===== src/rtl/button_event_pkg.sv =====
// Shared constants for the UI button path: event codes, per-button FSM
// encoding and the timing defaults derived from the system clock rate.
package button_event_pkg;

  // System clock rate; the debouncer derives its own windows from the same base.
  localparam int CLK_FREQ_HZ     = 100_000_000;

  // UI timing defaults: 1 s to long-press, 200 ms between auto-repeats.
  localparam int UI_LONG_TICKS   = CLK_FREQ_HZ;
  localparam int UI_REPEAT_TICKS = CLK_FREQ_HZ / 5;
  localparam int UI_CNT_W        = 27;

  // Event type codes; the numeric order is also the in-button priority.
  localparam logic [1:0] EVT_PRESS   = 2'd0;
  localparam logic [1:0] EVT_RELEASE = 2'd1;
  localparam logic [1:0] EVT_LONG    = 2'd2;
  localparam logic [1:0] EVT_REPEAT  = 2'd3;

  // One pending flag per event type per button.
  localparam int EVT_PER_BTN     = 4;

  typedef enum logic [1:0] {
    ST_IDLE = 2'd0,
    ST_DOWN = 2'd1,
    ST_LONG = 2'd2
  } btn_state_e;

endpackage


===== src/rtl/btn_event_fsm.sv =====
// Per-button tracker: turns one debounced level into press, release,
// long-press and auto-repeat pulses. All outputs are registered.
// (release and repeat are reserved words, hence the _pulse suffix.)
module btn_event_fsm
  import button_event_pkg::*;
#(
  parameter int LONG_TICKS   = UI_LONG_TICKS,
  parameter int REPEAT_TICKS = UI_REPEAT_TICKS,
  parameter int CNT_W        = UI_CNT_W
) (
  input  logic clock,
  input  logic reset,
  input  logic level,
  output logic press,
  output logic release_pulse,
  output logic long_press,
  output logic repeat_pulse,
  output logic held
);

  localparam logic [CNT_W-1:0] LONG_LAST   = CNT_W'(LONG_TICKS - 1);
  localparam logic [CNT_W-1:0] REPEAT_LAST = CNT_W'(REPEAT_TICKS - 1);
  localparam logic [CNT_W-1:0] CNT_ZERO    = {CNT_W{1'b0}};
  localparam logic [CNT_W-1:0] CNT_ONE     = CNT_W'(1'b1);

  btn_state_e       state_r;
  btn_state_e       state_nx_s;
  logic [CNT_W-1:0] cnt_r;
  logic [CNT_W-1:0] cnt_nx_s;
  logic             press_nx_s;
  logic             release_nx_s;
  logic             long_nx_s;
  logic             repeat_nx_s;

  // Next state, hold counter and pulse decode; release wins over a due threshold.
  always_comb begin
    state_nx_s   = state_r;
    cnt_nx_s     = cnt_r;
    press_nx_s   = 1'b0;
    release_nx_s = 1'b0;
    long_nx_s    = 1'b0;
    repeat_nx_s  = 1'b0;
    case (state_r)
      ST_IDLE: begin
        if (level) begin
          state_nx_s = ST_DOWN;
          cnt_nx_s   = CNT_ZERO;
          press_nx_s = 1'b1;
        end else begin
          cnt_nx_s   = CNT_ZERO;
        end
      end
      ST_DOWN: begin
        if (!level) begin
          state_nx_s   = ST_IDLE;
          cnt_nx_s     = CNT_ZERO;
          release_nx_s = 1'b1;
        end else if (cnt_r == LONG_LAST) begin
          state_nx_s   = ST_LONG;
          cnt_nx_s     = CNT_ZERO;
          long_nx_s    = 1'b1;
        end else begin
          cnt_nx_s     = cnt_r + CNT_ONE;
        end
      end
      ST_LONG: begin
        if (!level) begin
          state_nx_s   = ST_IDLE;
          cnt_nx_s     = CNT_ZERO;
          release_nx_s = 1'b1;
        end else if (cnt_r == REPEAT_LAST) begin
          cnt_nx_s     = CNT_ZERO;
          repeat_nx_s  = 1'b1;
        end else begin
          cnt_nx_s     = cnt_r + CNT_ONE;
        end
      end
      default: begin
        state_nx_s = ST_IDLE;
        cnt_nx_s   = CNT_ZERO;
      end
    endcase
  end

  // State, counter and registered pulse/held outputs.
  always_ff @(posedge clock) begin
    if (reset) begin
      state_r       <= ST_IDLE;
      cnt_r         <= CNT_ZERO;
      press         <= 1'b0;
      release_pulse <= 1'b0;
      long_press    <= 1'b0;
      repeat_pulse  <= 1'b0;
      held          <= 1'b0;
    end else begin
      state_r       <= state_nx_s;
      cnt_r         <= cnt_nx_s;
      press         <= press_nx_s;
      release_pulse <= release_nx_s;
      long_press    <= long_nx_s;
      repeat_pulse  <= repeat_nx_s;
      held          <= (state_nx_s == ST_LONG);
    end
  end

endmodule


===== src/rtl/button_event.sv =====
// Button event generator: per-button FSMs produce pulses, which are latched
// into sticky pending flags and drained one at a time through a single-entry
// valid/ready channel (lowest button first, press > release > long > repeat).
module button_event
  import button_event_pkg::*;
#(
  parameter int NUM_BTN      = 5,
  parameter int LONG_TICKS   = UI_LONG_TICKS,
  parameter int REPEAT_TICKS = UI_REPEAT_TICKS,
  parameter int CNT_W        = UI_CNT_W
) (
  input  logic               clock,
  input  logic               reset,
  input  logic [NUM_BTN-1:0] btn_level,
  output logic [NUM_BTN-1:0] press,
  output logic [NUM_BTN-1:0] release_pulse,
  output logic [NUM_BTN-1:0] long_press,
  output logic [NUM_BTN-1:0] repeat_pulse,
  output logic [NUM_BTN-1:0] held,
  output logic               evt_valid,
  output logic [2:0]         evt_btn,
  output logic [1:0]         evt_type,
  input  logic               evt_ready,
  output logic               evt_ovf
);

  // Flag index is btn*4 + type, so the lowest set index is the winner.
  localparam int NF    = NUM_BTN * EVT_PER_BTN;
  localparam int IDX_W = 5;

  logic [NF-1:0]    pend_r;
  logic [NF-1:0]    set_s;
  logic [NF-1:0]    first_s;
  logic [NF-1:0]    clr_s;
  logic [NF-1:0]    drop_s;
  logic [NF-1:0]    pend_nx_s;
  logic [IDX_W-1:0] sel_idx_s;
  logic             load_s;
  logic             any_s;
  logic             evt_valid_nx_s;
  logic [2:0]       evt_btn_nx_s;
  logic [1:0]       evt_type_nx_s;

  genvar g;
  generate
    for (g = 0; g < NUM_BTN; g++) begin : g_btn
      btn_event_fsm #(
        .LONG_TICKS   (LONG_TICKS),
        .REPEAT_TICKS (REPEAT_TICKS),
        .CNT_W        (CNT_W)
      ) u_fsm (
        .clock         (clock),
        .reset         (reset),
        .level         (btn_level[g]),
        .press         (press[g]),
        .release_pulse (release_pulse[g]),
        .long_press    (long_press[g]),
        .repeat_pulse  (repeat_pulse[g]),
        .held          (held[g])
      );
    end
  endgenerate

  // Gather the registered pulses into the flag-ordered set vector.
  always_comb begin
    set_s = {NF{1'b0}};
    for (int b = 0; b < NUM_BTN; b++) begin
      set_s[b*EVT_PER_BTN + int'(EVT_PRESS)]   = press[b];
      set_s[b*EVT_PER_BTN + int'(EVT_RELEASE)] = release_pulse[b];
      set_s[b*EVT_PER_BTN + int'(EVT_LONG)]    = long_press[b];
      set_s[b*EVT_PER_BTN + int'(EVT_REPEAT)]  = repeat_pulse[b];
    end
  end

  // Isolate the lowest pending flag and encode its index.
  always_comb begin
    first_s   = pend_r & (~pend_r + NF'(1'b1));
    sel_idx_s = {IDX_W{1'b0}};
    for (int k = 0; k < NF; k++) begin
      sel_idx_s = sel_idx_s | (first_s[k] ? IDX_W'(k) : {IDX_W{1'b0}});
    end
  end

  // Flag bookkeeping: a flag loaded this cycle may be re-set without a drop.
  always_comb begin
    load_s    = !evt_valid || evt_ready;
    any_s     = |pend_r;
    clr_s     = load_s ? first_s : {NF{1'b0}};
    drop_s    = set_s & pend_r & ~clr_s;
    pend_nx_s = (pend_r & ~clr_s) | set_s;
  end

  // Holding register next value; contents stay frozen while stalled.
  always_comb begin
    evt_valid_nx_s = evt_valid;
    evt_btn_nx_s   = evt_btn;
    evt_type_nx_s  = evt_type;
    if (load_s) begin
      if (any_s) begin
        evt_valid_nx_s = 1'b1;
        evt_btn_nx_s   = sel_idx_s[4:2];
        evt_type_nx_s  = sel_idx_s[1:0];
      end else begin
        evt_valid_nx_s = 1'b0;
        evt_btn_nx_s   = 3'd0;
        evt_type_nx_s  = 2'd0;
      end
    end else begin
      evt_valid_nx_s = evt_valid;
      evt_btn_nx_s   = evt_btn;
      evt_type_nx_s  = evt_type;
    end
  end

  // Pending flags, event channel and overflow pulse registers.
  always_ff @(posedge clock) begin
    if (reset) begin
      pend_r    <= {NF{1'b0}};
      evt_valid <= 1'b0;
      evt_btn   <= 3'd0;
      evt_type  <= 2'd0;
      evt_ovf   <= 1'b0;
    end else begin
      pend_r    <= pend_nx_s;
      evt_valid <= evt_valid_nx_s;
      evt_btn   <= evt_btn_nx_s;
      evt_type  <= evt_type_nx_s;
      evt_ovf   <= |drop_s;
    end
  end

endmodule


===== config.mk =====
export PLATFORM = sky130hd
export DESIGN_NAME = button_event
export DESIGN_NICKNAME = d
export VERILOG_FILES = /design/src/rtl/button_event_pkg.sv /design/src/rtl/btn_event_fsm.sv /design/src/rtl/button_event.sv
export SDC_FILE = /design/constraint.sdc
export NUM_CORES = 1
export LEC_CHECK = 0
export ABC_AREA = 0
export ABC_CLOCK_PERIOD_IN_PS = 2600
export BUFFER_PORTS_ARGS = -buffer_cell sky130_fd_sc_hd__buf_2
export CAP_MARGIN = 20
export CORE_MARGIN = 3
export CORE_UTILIZATION = 38
export DETAILED_ROUTE_END_ITERATION = 8
export GPL_ROUTABILITY_DRIVEN = 1
export GPL_TIMING_DRIVEN = 0
export HOLD_SLACK_MARGIN = 0.02
export PLACE_DENSITY = 0.6
export SLEW_MARGIN = 30
export SYNTH_ARGS = -nofsm -noshare
export SYNTH_HDL_FRONTEND = slang
export SYNTH_SLANG_ARGS = --single-unit

===== constraint.sdc =====
create_clock -name clock -period 2.6 [get_ports clock]
set_clock_uncertainty 0.15 [all_clocks]
set_input_delay 0.13 -clock clock [delete_from_list [all_inputs] [get_ports clock]]
set_output_delay 0.13 -clock clock [all_outputs]
set_load 0.01 [all_outputs]

==> impl_metrics.tcl <==
set metrics [dict create \
    status "finished clean" \
    cap_violations 0 \
    die_area_um2 25800 \
    syn_area_um2 9070 \
    fin_crit_ns 2.47 \
    critPathKind "register to register" \
    ys.flop_type "dfxtp_1" \
    synth_top_cell_by_area "dfxtp_1" \
    syn_nets 1099 \
    clock_sinks 197 \
    slew_viol_final 0 \
    ys_ff_latch 197 \
    synth.most_common_cell "nor2_1" \
    grt_pass1_wl_um 32500 \
    power_density_nw_per_um2 580 \
    grt_pass1_vias 6796 \
    cp.arrival_ns 2.60 \
    clkLatencyLatePin_ns 0.43 \
    async_flop_share_pct 0 \
    yosysSeqAreaShare_pct 43.5 \
    area_growth_syn_to_layout_pct 14.6 \
    core_area_um2 23100 \
    cp.required_ns 2.73 \
    drtIter0Drc 387 \
    fin_ws_ns 0.126 \
    critPathLaunchType "register" \
    synth_top_area_share_pct 43.5 \
    grt_use_total_pct 14.9 \
    hpwl_um 13500 \
    die_height_um 160 \
    leakage_nw 3.57 \
    nets 1163 \
    synth-edff-count 0 \
    syn_inst 1066 \
    yosys_warnings 0 \
    drc 0 \
    worstHoldPathType "input pin to register" \
    power_w 0.00603 \
    globalplace.congestion 0.802 \
    grt_max_degree 18 \
    syn_area_per_cell_um2 8.51 \
    critPathMaxFanout 8 \
    diodes 0 \
    critPathCaptureType "register" \
    fin_util_pct 45.1 \
    post-place-ws_ns -0.115 \
    drive_above_1_share_pct 11.5 \
    start_util_pct 39.3 \
    synth_area_leaders "dfxtp_1 (43%), nor2_1 (8.9%), xor2_1 (6.1%)" \
    first_pass_iters 4 \
    timing.final.crit_share_pct 95.2 \
    worst_pin_slew_ns 0.761 \
    peakVddDrop_mv 0.400 \
    synthTopCellsByCount "nor2_1 (216), dfxtp_1 (197), nand2_1 (67), nand3_1 (66), xor2_1 (63)" \
    cts_buffers 17 \
    vias 7143 \
    synth_cell_types 57 \
    root_buffer "clkbuf_16" \
    place.port_buffers 39 \
    drt_wl_total_um 18800 \
    cts_tree "built" \
    setup_violations 0 \
    ios 40 \
    clk_pin_slew_ns 0.07 \
    h-tree-depth 4 \
    slew_headroom_pct 48.8 \
    rows 55 \
    die-width_um 160 \
    wl_per_cell_um 12.9 \
    whs_ns 0.0365 \
    antenna_left 0 \
    antenna_found_initial 0 \
    gr-total-overflow 0 \
    clk_path_buf_depth 2 \
    vias_per_cell 4.91 \
    hold_violations 0 \
    fmax_ghz 0.404 \
]
path summary, 6_finish.rpt:
check | from | endpoint | slack [ns] | cells after the start
setup reg to reg | pend_r[1] | evt_ovf | 0.13 | 7
hold reg to reg | g_btn[2].u_fsm.cnt_r[0] | g_btn[2].u_fsm.cnt_r[0] | 0.30 | 1
setup / recovery | pend_r[1] | evt_ovf | 0.13 | 7
hold / removal | reset | g_btn[2].u_fsm.state_r[1] | 0.04 | 4
logic make-up after synthesis:
family / count (synthesis) / synth area share [%]
flip-flops: 197 / 43.5
XOR/XNOR: 125 / 12.1
AO/OA/AOI/OAI: 92 / 6.68
adder cells (fa/ha/maj): 26 / 3.56
AND/OR/NAND/NOR: 535 / 29.2
buffers and inverters: 91 / 4.98
registers in the layout, summed over array words and instances (netlist names):
name / cells
evt_valid: 1
g_btn.u_fsm.press: 5
g_btn.u_fsm.cnt_r: 135
g_btn.u_fsm.repeat_pulse: 5
evt_type: 2
evt_ovf: 1
pend_r: 20
g_btn.u_fsm.state_r: 10
evt_btn: 3
g_btn.u_fsm.release_pulse: 5
g_btn.u_fsm.held: 5
g_btn.u_fsm.long_press: 5
area by class of cell:
cell class | count | area (um2)
Fill cell | 2258 | 12700
Tap cell | 313 | 392
Clock inverter | 13 | 151
Multi-Input combinational cell | 778 | 4750
Sequential cell | 197 | 3940
Timing Repair Buffer | 45 | 253
Buffer | 47 | 299
Clock buffer | 19 | 443
Inverter | 44 | 165
cells in the final DEF, fill, tap and decap left out, types with 4 or more instances in the layout:
cell type      count
nand2_1           67
ha_1              25
a21oi_1           39
nand2b_1           4
a22o_1             6
a31oi_1            4
nand3_2            7
nor3b_1            7
clkbuf_1           8
and2_1            18
clkbuf_2           8
nor4_1            26
clkinvlp_4         5
xor2_1            63
nor2b_1            5
inv_1             44
nand4_1           39
o21ai_0           14
dfxtp_1          197
and4_1            13
nand3_1           61
and3_1            23
xnor2_1           62
buf_4             27
nor3_1            24
buf_2             42
clkbuf_16         17
dlygate4sd3_1      5
o221ai_1           4
nor2_1           216
power by group:
part | internal [W] | switching (W)
registers | 0.00305 | 0.0000325
clock network | 0.00146 | 0.00118
logic | 0.000131 | 0.000185
worst max-delay path, cell delays in order (launching register included):
cell	delay, ns
dfxtp_1	0.30
buf_4	0.16
nor4_4	0.39
nand3_2	0.17
or4_4	0.52
and3_4	0.20
a2111oi_4	0.29
a41oi_2	0.16
through the flow:
step	cells	cell area, um2	setup TNS, ns
6_report	1456	10400	0
5_1_grt	1456	10400	-0.102
4_1_cts	1456	10300	-1.94
3_5_place_dp	1418	9660	-3.39
3_3_place_gp	1418	9660	-3.14
2_1_floorplan	1066	9070	0
routing by layer:
layer  vias up  track usage (%)  routed length (um)
met1      3284             21.1                9690
li1       3767                -                   -
met5         -                0                   0
met3        19             2.73                 495
met4         0             4.06                 269
met2        73             23.3                8350
timing repair:
action | CTS | global route
hold buffers | 5 | 0
resized for setup | 5 | 20
pin swaps | 1 | 1
buffers inserted | 1 | 0
setup endpoints to repair | 59 | 101
endpoints found under the hold margin | 22 | 0
(Power assumes the default switching activity.)
